**config.mk**
```make
export PLATFORM = sky130hd
export DESIGN_NAME = traffic_light_fsm_flat
export DESIGN_NICKNAME = d
export VERILOG_FILES = /design/src/rtl/traffic_light_fsm_pkg.sv /design/src/rtl/traffic_light_fsm_if.sv /design/src/rtl/traffic_light_fsm_param_regs.sv /design/src/rtl/traffic_light_fsm.sv /design/src/flat_wrapper.sv
export SDC_FILE = /design/constraint.sdc
export NUM_CORES = 1
export LEC_CHECK = 0
export ABC_AREA = 1
export CORE_UTILIZATION = 53
export DETAILED_ROUTE_END_ITERATION = 8
export PLACE_DENSITY = 0.86
export SETUP_SLACK_MARGIN = 0.1
export SLEW_MARGIN = 5
export SYNTH_ARGS = -nofsm -noshare
export SYNTH_HDL_FRONTEND = slang
export SYNTH_HIERARCHICAL = 1
export SYNTH_SLANG_ARGS = --single-unit
```
**constraint.sdc**
```tcl
create_clock -name clk -period 4.5 [get_ports clk]
set_clock_uncertainty 0.15 [all_clocks]
set_input_delay 0.9 -clock clk [delete_from_list [all_inputs] [get_ports clk]]
set_output_delay 0.9 -clock clk [all_outputs]
set_load 0.05 [all_outputs]
```
**src/rtl/traffic_light_fsm_pkg.sv**
```systemverilog
// Shared types and constants for the intersection sequencer.
// State codes, interval selects and lamp patterns.
package tl_pkg;

    typedef enum logic [2:0] {
        MAIN_G1 = 3'd0,
        MAIN_G2 = 3'd1,
        MAIN_Y  = 3'd2,
        WALK    = 3'd3,
        SIDE_G1 = 3'd4,
        SIDE_G2 = 3'd5,
        SIDE_Y  = 3'd6
    } state_t;

    typedef enum logic [1:0] {
        SEL_BASE = 2'b00,
        SEL_EXT  = 2'b01,
        SEL_YEL  = 2'b10,
        SEL_NONE = 2'b11
    } sel_t;

    localparam logic [2:0] RED = 3'b100;
    localparam logic [2:0] YEL = 3'b010;
    localparam logic [2:0] GRN = 3'b001;

    function automatic logic [2:0] main_of(state_t s);
        logic [2:0] l;
        l = RED;
        unique case (s)
            MAIN_G1, MAIN_G2: l = GRN;
            MAIN_Y:           l = YEL;
            default:          l = RED;
        endcase
        return l;
    endfunction

    function automatic logic [2:0] side_of(state_t s);
        logic [2:0] l;
        l = RED;
        unique case (s)
            SIDE_G1, SIDE_G2: l = GRN;
            SIDE_Y:           l = YEL;
            default:          l = RED;
        endcase
        return l;
    endfunction

endpackage

```
**src/rtl/traffic_light_fsm_if.sv**
```systemverilog
// Interval-timer link: load/start pulse with value out,
// one-cycle expiry pulse back.
interface traffic_light_fsm_if;

    logic       start_timer;
    logic [3:0] timer_value;
    logic       timer_expired;

    modport master (
        output start_timer,
        output timer_value,
        input  timer_expired
    );

    modport slave (
        input  start_timer,
        input  timer_value,
        output timer_expired
    );

endinterface

```
**src/rtl/traffic_light_fsm_param_regs.sv**
```systemverilog
// Programmable BASE/EXT/YEL interval registers.
// Zero writes clamp to 1 so the timer never wraps to 16 s.
module tl_param_regs
    import tl_pkg::*;
#(
    parameter logic [3:0] BASE_DEFAULT = 4'd6,
    parameter logic [3:0] EXT_DEFAULT  = 4'd3,
    parameter logic [3:0] YEL_DEFAULT  = 4'd2
) (
    input  logic       clk,
    input  logic       reset,
    input  logic       prog_en,
    input  logic [1:0] prog_sel,
    input  logic [3:0] prog_value,
    input  sel_t       sel,
    output logic [3:0] value
);

    logic [3:0] base_q;
    logic [3:0] ext_q;
    logic [3:0] yel_q;
    logic [3:0] clamped;

    assign clamped = (prog_value == 4'd0) ? 4'd1 : prog_value;

    // Register update on a write strobe; select 11 is a no-op.
    always_ff @(posedge clk) begin
        if (reset) begin
            base_q <= BASE_DEFAULT;
            ext_q  <= EXT_DEFAULT;
            yel_q  <= YEL_DEFAULT;
        end else if (prog_en) begin
            unique case (sel_t'(prog_sel))
                SEL_BASE: base_q <= clamped;
                SEL_EXT:  ext_q  <= clamped;
                SEL_YEL:  yel_q  <= clamped;
                default:  ;
            endcase
        end
    end

    // Current (pre-write) value of the requested interval.
    always_comb begin
        value = base_q;
        unique case (sel)
            SEL_EXT: value = ext_q;
            SEL_YEL: value = yel_q;
            default: value = base_q;
        endcase
    end

endmodule

```
**src/rtl/traffic_light_fsm.sv**
```systemverilog
// Intersection sequencer: steps lights on timer expiry,
// loads the next interval and pulses the timer start.
module traffic_light_fsm
    import tl_pkg::*;
#(
    parameter logic [3:0] BASE_DEFAULT = 4'd6,
    parameter logic [3:0] EXT_DEFAULT  = 4'd3,
    parameter logic [3:0] YEL_DEFAULT  = 4'd2
) (
    input  logic                       clk,
    input  logic                       reset,
    input  logic                       sensor,
    input  logic                       walk_request,
    input  logic                       prog_en,
    input  logic [1:0]                 prog_sel,
    input  logic [3:0]                 prog_value,
    traffic_light_fsm_if.master        tmr,
    output logic [2:0]                 main_light,
    output logic [2:0]                 side_light,
    output logic                       walk_lamp,
    output logic [2:0]                 state_dbg
);

    state_t     state;
    state_t     next_state;
    sel_t       load_sel;
    logic [3:0] load_value;
    logic       walk_pending;
    logic       start_pending;
    logic       accept;

    tl_param_regs #(
        .BASE_DEFAULT (BASE_DEFAULT),
        .EXT_DEFAULT  (EXT_DEFAULT),
        .YEL_DEFAULT  (YEL_DEFAULT)
    ) u_params (
        .clk        (clk),
        .reset      (reset),
        .prog_en    (prog_en),
        .prog_sel   (prog_sel),
        .prog_value (prog_value),
        .sel        (load_sel),
        .value      (load_value)
    );

    assign state_dbg = state;

    // Successor and interval to load, assuming this cycle's expiry is taken.
    always_comb begin
        accept     = tmr.timer_expired && !tmr.start_timer
                     && !start_pending;
        next_state = state;
        load_sel   = SEL_BASE;
        unique case (state)
            MAIN_G1: begin
                next_state = MAIN_G2;
                load_sel   = sensor ? SEL_EXT : SEL_BASE;
            end
            MAIN_G2: begin
                next_state = MAIN_Y;
                load_sel   = SEL_YEL;
            end
            MAIN_Y: begin
                next_state = walk_pending ? WALK : SIDE_G1;
                load_sel   = walk_pending ? SEL_EXT : SEL_BASE;
            end
            WALK: begin
                next_state = SIDE_G1;
                load_sel   = SEL_BASE;
            end
            SIDE_G1: begin
                next_state = sensor ? SIDE_G2 : SIDE_Y;
                load_sel   = sensor ? SEL_EXT : SEL_YEL;
            end
            SIDE_G2: begin
                next_state = SIDE_Y;
                load_sel   = SEL_YEL;
            end
            SIDE_Y: begin
                next_state = MAIN_G1;
                load_sel   = SEL_BASE;
            end
            default: begin
                next_state = MAIN_G1;
                load_sel   = SEL_BASE;
            end
        endcase
        if (start_pending) begin
            load_sel = SEL_BASE;
        end
    end

    // State, lamps, timer load and walk latch, all registered together.
    always_ff @(posedge clk) begin
        if (reset) begin
            state           <= MAIN_G1;
            walk_pending    <= 1'b0;
            start_pending   <= 1'b1;
            tmr.start_timer <= 1'b0;
            tmr.timer_value <= BASE_DEFAULT;
            main_light      <= GRN;
            side_light      <= RED;
            walk_lamp       <= 1'b0;
        end else begin
            start_pending   <= 1'b0;
            tmr.start_timer <= accept || start_pending;
            if (accept || start_pending) begin
                tmr.timer_value <= load_value;
            end
            if (accept) begin
                state      <= next_state;
                main_light <= main_of(next_state);
                side_light <= side_of(next_state);
                walk_lamp  <= (next_state == WALK);
            end
            if (accept && state == WALK) begin
                walk_pending <= 1'b0;
            end else if (walk_request && state != WALK) begin
                walk_pending <= 1'b1;
            end
        end
    end

endmodule

```
**src/flat_wrapper.sv**
```systemverilog
// flat-port wrapper written by rule: the top's interface ports become plain ports
module traffic_light_fsm_flat import tl_pkg::*;
#(
    parameter logic [3:0] BASE_DEFAULT = 4'd6,
    parameter logic [3:0] EXT_DEFAULT  = 4'd3,
    parameter logic [3:0] YEL_DEFAULT  = 4'd2
)
  (clk, reset, sensor, walk_request, prog_en, prog_sel, prog_value, main_light, side_light, walk_lamp, state_dbg, tmr_start_timer, tmr_timer_value, tmr_timer_expired);
  traffic_light_fsm_if tmr_i ();
  input  logic clk;
  input  logic reset;
  input  logic sensor;
  input  logic walk_request;
  input  logic prog_en;
  input  logic [1:0] prog_sel;
  input  logic [3:0] prog_value;
  output logic [2:0] main_light;
  output logic [2:0] side_light;
  output logic walk_lamp;
  output logic [2:0] state_dbg;
  output wire logic [$bits(tmr_i.start_timer)-1:0] tmr_start_timer;
  output wire logic [$bits(tmr_i.timer_value)-1:0] tmr_timer_value;
  input wire logic [$bits(tmr_i.timer_expired)-1:0] tmr_timer_expired;
  assign tmr_start_timer = tmr_i.start_timer;
  assign tmr_timer_value = tmr_i.timer_value;
  assign tmr_i.timer_expired = tmr_timer_expired;
  traffic_light_fsm #(.BASE_DEFAULT(BASE_DEFAULT), .EXT_DEFAULT(EXT_DEFAULT), .YEL_DEFAULT(YEL_DEFAULT)) u_core (.clk(clk), .reset(reset), .sensor(sensor), .walk_request(walk_request), .prog_en(prog_en), .prog_sel(prog_sel), .prog_value(prog_value), .tmr(tmr_i), .main_light(main_light), .side_light(side_light), .walk_lamp(walk_lamp), .state_dbg(state_dbg));
endmodule
```
=== After elaboration in Yosys (flattened, before gate mapping) ===
Cells that the tools add are included.

* Eq/ne operators: 16
* Muxes and demuxes: 13
* Reduce and logical (&&, ||, !) cells: 18

{| class="wikitable"
|+ Operators by type and width
! cell !! number
|-
| 3-bit case mux with 6 select lines || 1
|-
| 3-bit equality test, second input constant || 5
|-
| 3-bit by 2-bit equality test with 1-bit output, second input constant || 4
|-
| 3-bit case mux with 2 select lines || 2
|-
| 2-bit case mux with 4 select lines || 1
|-
| 4-bit case mux with 2 select lines || 1
|-
| 2-bit OR reduction || 4
|-
| 3-bit by 1-bit equality test with 1-bit output, second input constant || 2
|-
| 3-bit logical NOT || 2
|-
| 2-bit 2-to-1 mux || 3
|-
| 2-bit AND reduction || 3
|-
| 2-bit by 1-bit equality test with 1-bit output, second input constant || 2
|-
| 2-bit equality test, second input constant || 2
|-
| 1-bit logical AND || 4
|-
| 4-bit logical NOT || 1
|-
| 4-bit 2-to-1 mux || 1
|-
| 1-bit 2-to-1 mux || 3
|-
| 3-bit 2-to-1 mux || 1
|-
| 3-bit by 2-bit inequality test with 1-bit output, second input constant || 1
|-
| 1-bit logical NOT || 2
|-
| 2-bit logical NOT || 1
|-
| 1-bit logical OR || 1
|}

* Flip-flop bits (word level): 29
* Output and inout port bits: 15
* Word-level logic and storage cells: 58

=== Depth between registers and ports, before layout ===
Gate-level depths: netlist of run 1.

* Word-level depth: 6
* Depth in mapped cells: 12
* Depth with buffers taken out: 12

=== Cells and area by module ===
Netlist of run 1, hierarchy kept.

{| class="wikitable"
|+ Modules (own cells, without submodules)
! module !! times used !! cells each !! area an instance (um^2) !! seq. area each (um^2)
|-
| traffic_light_fsm || 1 || 99 || 720.7 || 340.3
|-
| tl_param_regs || 1 || 86 || 588.1 || 240.2
|}

=== Worst setup path after synthesis of run 1 ===
OpenSTA, ideal clock, no wires.

* Kind: reg2reg
* Start point: register u_core.state[1], in the netlist u_core/state_dbg[1]
* End point: register u_core.tmr.timer_value[3]
* Library setup time: 0.116 ns
* Data arrival time: 1.909 ns
* Data required time: 4.234 ns
* Path slack: 2.325 ns
* Cell stages (with the launch flop): 12
* Period minus slack after synthesis: 2.175 ns
* Cell sequence: dfxtp_1 -> inv_2 -> nor2_4 -> nand2_1 -> a21oi_1 -> inv_1 -> ha_1 -> inv_1 -> nor2_1 -> a21oi_1 -> nor2_1 -> nor2_1

* Longest elaborated chain between the ends: 6
* Elaborated cells on any way between the ends: 11

{| class="wikitable"
|+ RTL lines
! item !! RTL line !! source
|-
| start, declared || traffic_light_fsm.sv:24 || <nowiki>state_t state;</nowiki>
|-
| start signal, assigned || traffic_light_fsm.sv:111 || <nowiki>state <= next_state;</nowiki>
|-
| 3-bit by 1-bit equality test with 1-bit output or 3-bit equality test (tied branches) || traffic_light_fsm.sv:54 || <nowiki>unique case (state)</nowiki>
|-
| 2-bit OR reduction (no line) || n/a ||
|-
| 2-bit case mux with 4 select lines (*) || traffic_light_fsm.sv:54 ||
|-
| 2-bit 2-to-1 mux (*) || traffic_light_fsm.sv:88 || <nowiki>if (start_pending) begin</nowiki>
|-
| net u_core.load_sel[0] || traffic_light_fsm.sv:26 || <nowiki>sel_t load_sel;</nowiki>
|-
| 2-bit equality test or 2-bit by 1-bit equality test with 1-bit output (tied branches) || traffic_light_fsm_param_regs.sv:45 || <nowiki>unique case (sel)</nowiki>
|-
| 4-bit case mux with 2 select lines (*) || traffic_light_fsm_param_regs.sv:45 ||
|-
| net u_core.load_value[3] || traffic_light_fsm.sv:27 || <nowiki>logic [3:0] load_value;</nowiki>
|-
| end signal, assigned || traffic_light_fsm.sv:108 || <nowiki>tmr.timer_value <= load_value;</nowiki>
|-
| end, declared || traffic_light_fsm_if.sv:11 || <nowiki>output timer_value,</nowiki>
|}

The timed path passes the listed nets; every way through them passes the cells marked *.
A chain may end at the register's enable or synchronous reset.

=== Worst setup path in the final report of run 1 ===
* Start point: register u_core.state[2], in the netlist u_core/state_dbg[2]
* End point: output state_dbg[2]

{| class="wikitable"
|+ RTL lines
! item !! RTL line !! source
|-
| end, declared || flat_wrapper.sv:20 || <nowiki>output logic [2:0] state_dbg;</nowiki>
|}

No word-level cell between the ends.

==> out/qor.csv, run 1 <==
stage,metric,value,unit
sta,Max Transition Viols Final,0,
cts,Root Driver,clkbuf_4,
cts,# Post-CTS Setup Buffers,0,
detailed_routing,DRC violation count after routing,0,
setup_path,"Slowest-stage cell, CP",clkdlybuf4s50_1,
power_and_ir_drop,sequential power share,51.2,%
sta,fmax,356,MHz
status,status,"complete, no violations",
hold_path,WHS Endpoint,u_core/tmr.timer_value[2],
final_layout,# diodes,0,
setup_path,Critical Path Start Type,flip-flop,
hold_path,Hold Path Cell Cnt,2,
sta,relative slew slack,63.8,%
synth,syn avg cell area,7.07,µm²
cts,clk sinks,29,
cts,maximum root-to-sink buffer count,2,
power_and_ir_drop,switching share of power,31.6,%
grt,global route total overflow,0,
grt,global-route wire length before repair,5010,µm
cts,CTS tree,done,
die,IO Pins,27,
die,die height,51.7,µm
die,die width,51.7,µm
power_and_ir_drop,Internal,0.000375,W
power_and_ir_drop,leakage,0.723,nW
placement,Placer Congestion,0.814,
final_layout,"commonest non-fill, non-tap cell in the layout",nand2_1,
synth,share of the synthesized area in the top cell type,44.4,%
die,floorplan row count,17,
synth,Synth Flop Type,dfxtp_1,
synth,Synth area leaders,"dfxtp_1 44%, nand2_1 13%, a21oi_1 7.6%",
detailed_routing,drt pass-1 iters,4,
setup_path,Worst Reg2Reg Path Length in Cells,11,
sta,RSZ-0062 raised after global routing,false,
power_and_ir_drop,P_sw,0.000173,W
synth,synthesized area,0.00131,mm²
synth,"Seq/Total Area, Yosys",44.4,%
setup_path,crit-path max FO,9,
synth,Seq cells post-synth,29,
grt,met3 GRT Util,6.43,%
sta,Finish-stage setup viols,0,
setup_path,worst reg2reg path startpoint,u_core/state_dbg[1],
detailed_routing,Final ANT Viol Nets,0,
synth,Cells after Synth,185,
grt,pin count of the biggest net entering global routing,15,
sta,Fin Setup TNS,0,ps
setup_path,crit path cell chain,clkdlybuf4s50_1,
final_layout,Layout fillers,203,
sta,Tightest Pin Transition,541,ps
grt,vias in the first global route,1202,
power_and_ir_drop,Peak VDD IR,0.000274,V
final_layout,"commonest cells after routing, fill and taps aside","45 x nand2_1, 29 x dfxtp_1, 26 x clkdlybuf4s50_1",
detailed_routing,routed length per instance,12.6,µm
hold_path,Hold/Removal Path Class,reg -> reg,
detailed_routing,DR vias/cell,5.38,
die,die area,0.00267,mm²
setup_path,CP required,3450,ps
setup_path,Setup Crit Path Kind,reg -> out,
synth,Yosys warning total,6,
synth,"EDFF count, synth",0,
final_layout,share of layout cells above drive strength 1,7.41,%
final_layout,Area growth syn-to-layout,24.5,%
grt,met2 Resource Use GR,48.1,%
detailed_routing,via count,1312,
die,CORE AREA,0.00228,mm²
sta,Final min period,2810,ps
synth,Synth async-reset ratio,0,%
synth,syn nets,199,
detailed_routing,DRT Wirelength,3070,µm
setup_path,Worst Setup End Kind,output port,
grt,initial antenna violation count,0,
synth,leading area contributor after synthesis,dfxtp_1,
cts,clk slew on worst S/H paths,90,ps
setup_path,r2r setup slk,2450,ps
grt,most used routing layer,met2,
placement,IO buf count,26,
setup_path,Arrival @ worst endpoint,1760,ps
cts,post_cts resized,0,
placement,placed insts,236,
placement,hpwl dp,2200,µm
setup_path,reg2reg end,u_core/tmr.timer_value[2],
cts,hold-fix buffer count after cts,0,
setup_path,Max stage delay on crit path,880,ps
cts,TritonCTS buffer count,5,
setup_path,CP bufs+invs,1,
sta,"Hold Violations, Final",0,
cts,# H-tree levels,2,
grt,aggregate global-route resource usage,26.5,%
power_and_ir_drop,power density cells,337,mW/mm²
synth,synth unique cells,21,
power_and_ir_drop,Clock power frac,27.3,%
cts,clock latency on the worst-skew pair,330,ps
die,Initial Utilization,57.5,%
power_and_ir_drop,Comb power frac,21.5,%
final_layout,fin nets,229,
run,max-cap violations,0,
detailed_routing,initial drt markers,35,
final_layout,final non-filler cell total,244,
hold_path,min-delay src,u_core/tmr.timer_value[2],
setup_path,kind of cell adding the most delay to the critical path,buffers and inverters,
sta,final worst-path cycle share,62.4,%
grt,M1 GR Usage,26.2,%
state kept, by name, summed over array words and instances, names as in the netlist:
name                    count
u_core/state_dbg            3
u_core/walk_pending         1
u_core/u_params/base_q      4
u_core/walk_lamp            1
u_core/side_light           3
u_core/main_light           3
u_core/u_params/ext_q       4
u_core/tmr.start_timer      1
u_core/tmr.timer_value      4
u_core/start_pending        1
u_core/u_params/yel_q       4
how the worst max path moves through the flow:
stage                                            to  slack (ps)  cells past startpoint                 from
after global placement    u_core/tmr.timer_value[0]        1800                      9               sensor
after floorplan           u_core/tmr.timer_value[3]        2320                     11  u_core/state_dbg[1]
final                                  state_dbg[2]        1690                      1  u_core/state_dbg[2]
after global routing                   state_dbg[2]        1630                      1  u_core/state_dbg[2]
after CTS                              state_dbg[2]        1690                      1  u_core/state_dbg[2]
after detailed placement  u_core/tmr.timer_value[2]        1740                     10               sensor
per-stage QoR:
step / power (W) / setup WS (ps) / hold slack, ps / utilization [%] / area (µm²)
3_3_place_gp: 0.000399 / 1800 / 297 / 69.4 / 1580
6_report: 0.000548 / 1690 / 319 / 71.6 / 1630
2_1_floorplan: 0.000363 / 2320 / 276 / - / 1310
5_1_grt: 0.000571 / 1630 / 341 / 71.6 / 1630
4_1_cts: 0.000548 / 1690 / 321 / 71.6 / 1630
3_5_place_dp: 0.000403 / 1740 / 301 / 69.4 / 1580
layout make-up:
cell class,count,area [µm²],area share [%]
Inverter,23,86.3,5.30
Tap cell,28,35.0,2.15
Multi-Input combinational cell,130,618,37.9
Sequential cell,29,581,35.6
Timing Repair Buffer,26,260,16.0
Clock buffer,8,48.8,3.00
logic make-up (layout without fill, tap and decap cells):
group	after synthesis	after routing	synth area share, %
simple gates	97	97	33.1
compound gates	31	31	12.2
flops	29	29	44.4
buf+inv	26	57	8.41
fa+ha+maj	2	2	1.91
cell usage after synthesis (2+ instances only):
master,instances
nand2_2,2
a21oi_1,20
ha_1,2
o21ai_0,9
nor3_1,2
nor2_4,2
nand3_1,17
nor2_1,22
inv_2,3
nand2_1,45
nand4_1,3
inv_1,20
nand3_2,2
dfxtp_1,29
power groups by stage:
stage | clock [W] | sequential [W] | combinational [W]
after global placement | 0 | 0.000286 | 0.000113
final | 0.000150 | 0.000281 | 0.000118
after detailed placement | 0 | 0.000287 | 0.000116
after floorplan | 0 | 0.000312 | 0.0000509
after CTS | 0.000150 | 0.000281 | 0.000118
after global routing | 0.000159 | 0.000283 | 0.000129
per-layer routing:
metal / wire [µm] / share of wire [%]
met5: 0 / 0
met4: 72 / 2.3
met3: 202 / 6.6
met2: 1530 / 50
met1: 1270 / 41
Power figures use the tool's default switching activity.
==> run 2: changes to the inputs <==
--- a/config.mk
+++ b/config.mk
@@ -6,9 +6,10 @@
 export NUM_CORES = 1
 export LEC_CHECK = 0
 export ABC_AREA = 1
-export CORE_UTILIZATION = 53
+export CORE_ASPECT_RATIO = 0.5
+export CORE_UTILIZATION = 50
 export DETAILED_ROUTE_END_ITERATION = 8
-export PLACE_DENSITY = 0.86
+export PLACE_DENSITY = 0.82
 export SETUP_SLACK_MARGIN = 0.1
 export SLEW_MARGIN = 5
 export SYNTH_ARGS = -nofsm -noshare
==> constraint.sdc (replaced) <==
create_clock -name clk -period 2.6 [get_ports clk]
set_clock_uncertainty 0.15 [all_clocks]
set_input_delay 0.52 -clock clk [delete_from_list [all_inputs] [get_ports clk]]
set_output_delay 0.52 -clock clk [all_outputs]
set_load 0.05 [all_outputs]
==> run 2 against run 1 <==
Compared with the run above:
- largest cell class unchanged
- via count shrank 4.0%
- largest power group unchanged
- utilization grew 0.59 points
- first-iteration DRC count grew 120%
- worst setup slack lost 1300 ps
==> out/qor.csv, run 2 (same netlist as run 1, synthesis figures left out) <==
stage,metric,value,unit
grt,initial antenna violation count,0,
final_layout,share of layout cells above drive strength 1,8.76,%
setup_path,Worst Setup End Kind,output port,
setup_path,Worst Setup EP,state_dbg[1],
placement,IO buf count,26,
hold_path,Hold/Removal Path Class,reg -> reg,
final_layout,footprint of the multi-input gates,618,µm²
die,die area,0.00284,mm²
placement,post-placement cell area,0.00160,mm²
grt,global-route wire length before repair,4590,µm
cts,# Post-CTS Setup Buffers,0,
die,IO Pins,27,
final_layout,"commonest cells after routing, fill and taps aside","45 x nand2_1, 29 x dfxtp_1, 26 x clkdlybuf4s50_1",
setup_path,Critical Path Start Type,flip-flop,
final_layout,"commonest non-fill, non-tap cell in the layout",nand2_1,
power_and_ir_drop,power density cells,622,mW/mm²
grt,global route total overflow,0,
power_and_ir_drop,Peak VDD IR,0.000292,V
final_layout,Layout fillers,206,
placement,hpwl dp,2050,µm
placement,Placer Congestion,0.835,
setup_path,crit-path max FO,5,
detailed_routing,Final ANT Viol Nets,0,
setup_path,kind of cell adding the most delay to the critical path,buffers and inverters,
detailed_routing,DRT Wirelength,2730,µm
final_layout,final core occ,72.2,%
final_layout,fin nets,231,
cts,clk sinks,29,
cts,hold-fix buffer count after cts,0,
cts,maximum root-to-sink buffer count,2,
run,max-cap violations,0,
die,die width,74.4,µm
detailed_routing,initial drt markers,76,
sta,Tightest Pin Transition,502,ps
cts,clk slew on worst S/H paths,60,ps
setup_path,r2r setup slk,590,ps
detailed_routing,drt pass-1 iters,4,
setup_path,Max stage delay on crit path,830,ps
setup_path,worst reg2reg path startpoint,u_core/state_dbg[1],
setup_path,crit path cell chain,clkdlybuf4s50_1,
sta,final setup margin,409,ps
power_and_ir_drop,leakage,0.751,nW
detailed_routing,via count,1259,
grt,vias in the first global route,1076,
sta,relative slew slack,66.4,%
sta,Fin Setup TNS,0,ps
detailed_routing,routed length per instance,10.8,µm
sta,Final min period,2190,ps
die,Initial Utilization,55.9,%
grt,aggregate global-route resource usage,22.9,%
grt,pin count of the biggest net entering global routing,11,
sta,Finish-stage setup viols,0,
final_layout,final instance area,0.00169,mm²
setup_path,reg2reg end,u_core/tmr.timer_value[3],
detailed_routing,DRC violation count after routing,0,
sta,RSZ-0062 raised after global routing,false,
status,status,"complete, no violations",
cts,CTS tree,done,
cts,Root Driver,clkbuf_8,
die,CORE AREA,0.00234,mm²
cts,TritonCTS buffer count,5,
setup_path,Worst Reg2Reg Path Length in Cells,11,
setup_path,"Slowest-stage cell, CP",clkdlybuf4s50_1,
die,die height,38.2,µm
cts,clock latency on the worst-skew pair,270,ps
cts,post_cts resized,0,
detailed_routing,DR vias/cell,5.00,
placement,Place WS,225,ps
setup_path,Setup Crit Path Kind,reg -> out,
setup_path,critical path depth in cells,1,
setup_path,CP required,1930,ps
setup_path,crit path from,u_core/state_dbg[1],
final_layout,register area,581,µm²
final_layout,# diodes,0,
cts,# H-tree levels,2,
die,floorplan row count,12,
final_layout,Area growth syn-to-layout,29.2,%
sta,final worst-path cycle share,84.3,%
setup_path,CP bufs+invs,1,
setup_path,Arrival @ worst endpoint,1520,ps
sta,Max Transition Viols Final,0,
sta,"Hold Violations, Final",0,
sta,fmax,457,MHz
run 2: cell count changes in the layout (fill, tap and decap cells not counted):
cell	change
buf_4	+2
clkbuf_4	-5
clkbuf_8	+6
clkbuf_1	-2
run 2: metal layers:
metal | track usage [%] | share of wire, % | routed length, µm
met5 | 0 | 0 | 0
met4 | 8.49 | 1.3 | 36
met3 | 9.47 | 6.6 | 180
met2 | 37.7 | 45 | 1220
met1 | 27.4 | 47 | 1300
run 2: metrics by stage:
stage	total power (W)	hold slack, ps	cells
6_report	0.00105	310	252
5_1_grt	0.00111	328	252
4_1_cts	0.00106	314	252
3_5_place_dp	0.000697	300	245
3_3_place_gp	0.000694	294	245
2_1_floorplan	0.000629	276	185
run 2: worst min-delay path by stage:
stage | endpoint | from | slack (ps) | depth (start not counted)
after global placement | u_core/tmr.timer_value[2] | u_core/tmr.timer_value[2] | 290 | 2
final | u_core/tmr.timer_value[1] | u_core/tmr.timer_value[1] | 310 | 2
after detailed placement | u_core/tmr.timer_value[2] | u_core/tmr.timer_value[2] | 300 | 2
after CTS | u_core/walk_lamp | u_core/walk_lamp | 310 | 2
after floorplan | u_core/u_params/ext_q[0] | u_core/u_params/ext_q[0] | 280 | 2
after global routing | u_core/main_light[2] | u_core/main_light[2] | 330 | 2
run 2: power breakdown:
group	switching, W	internal, W	leakage, nW
registers	0.0000158	0.000470	0.238
logic	0.000129	0.0000743	0.468
clock network	0.000154	0.000209	0.0443
run 2: area by class of cell:
cell class / instances / share of cell area [%]
tap: 35 / 2.59
timing repair buffer: 28 / 16.3
inverter: 23 / 5.11
multi-input combinational: 130 / 36.6
clock buffer: 7 / 5.11
sequential: 29 / 34.3
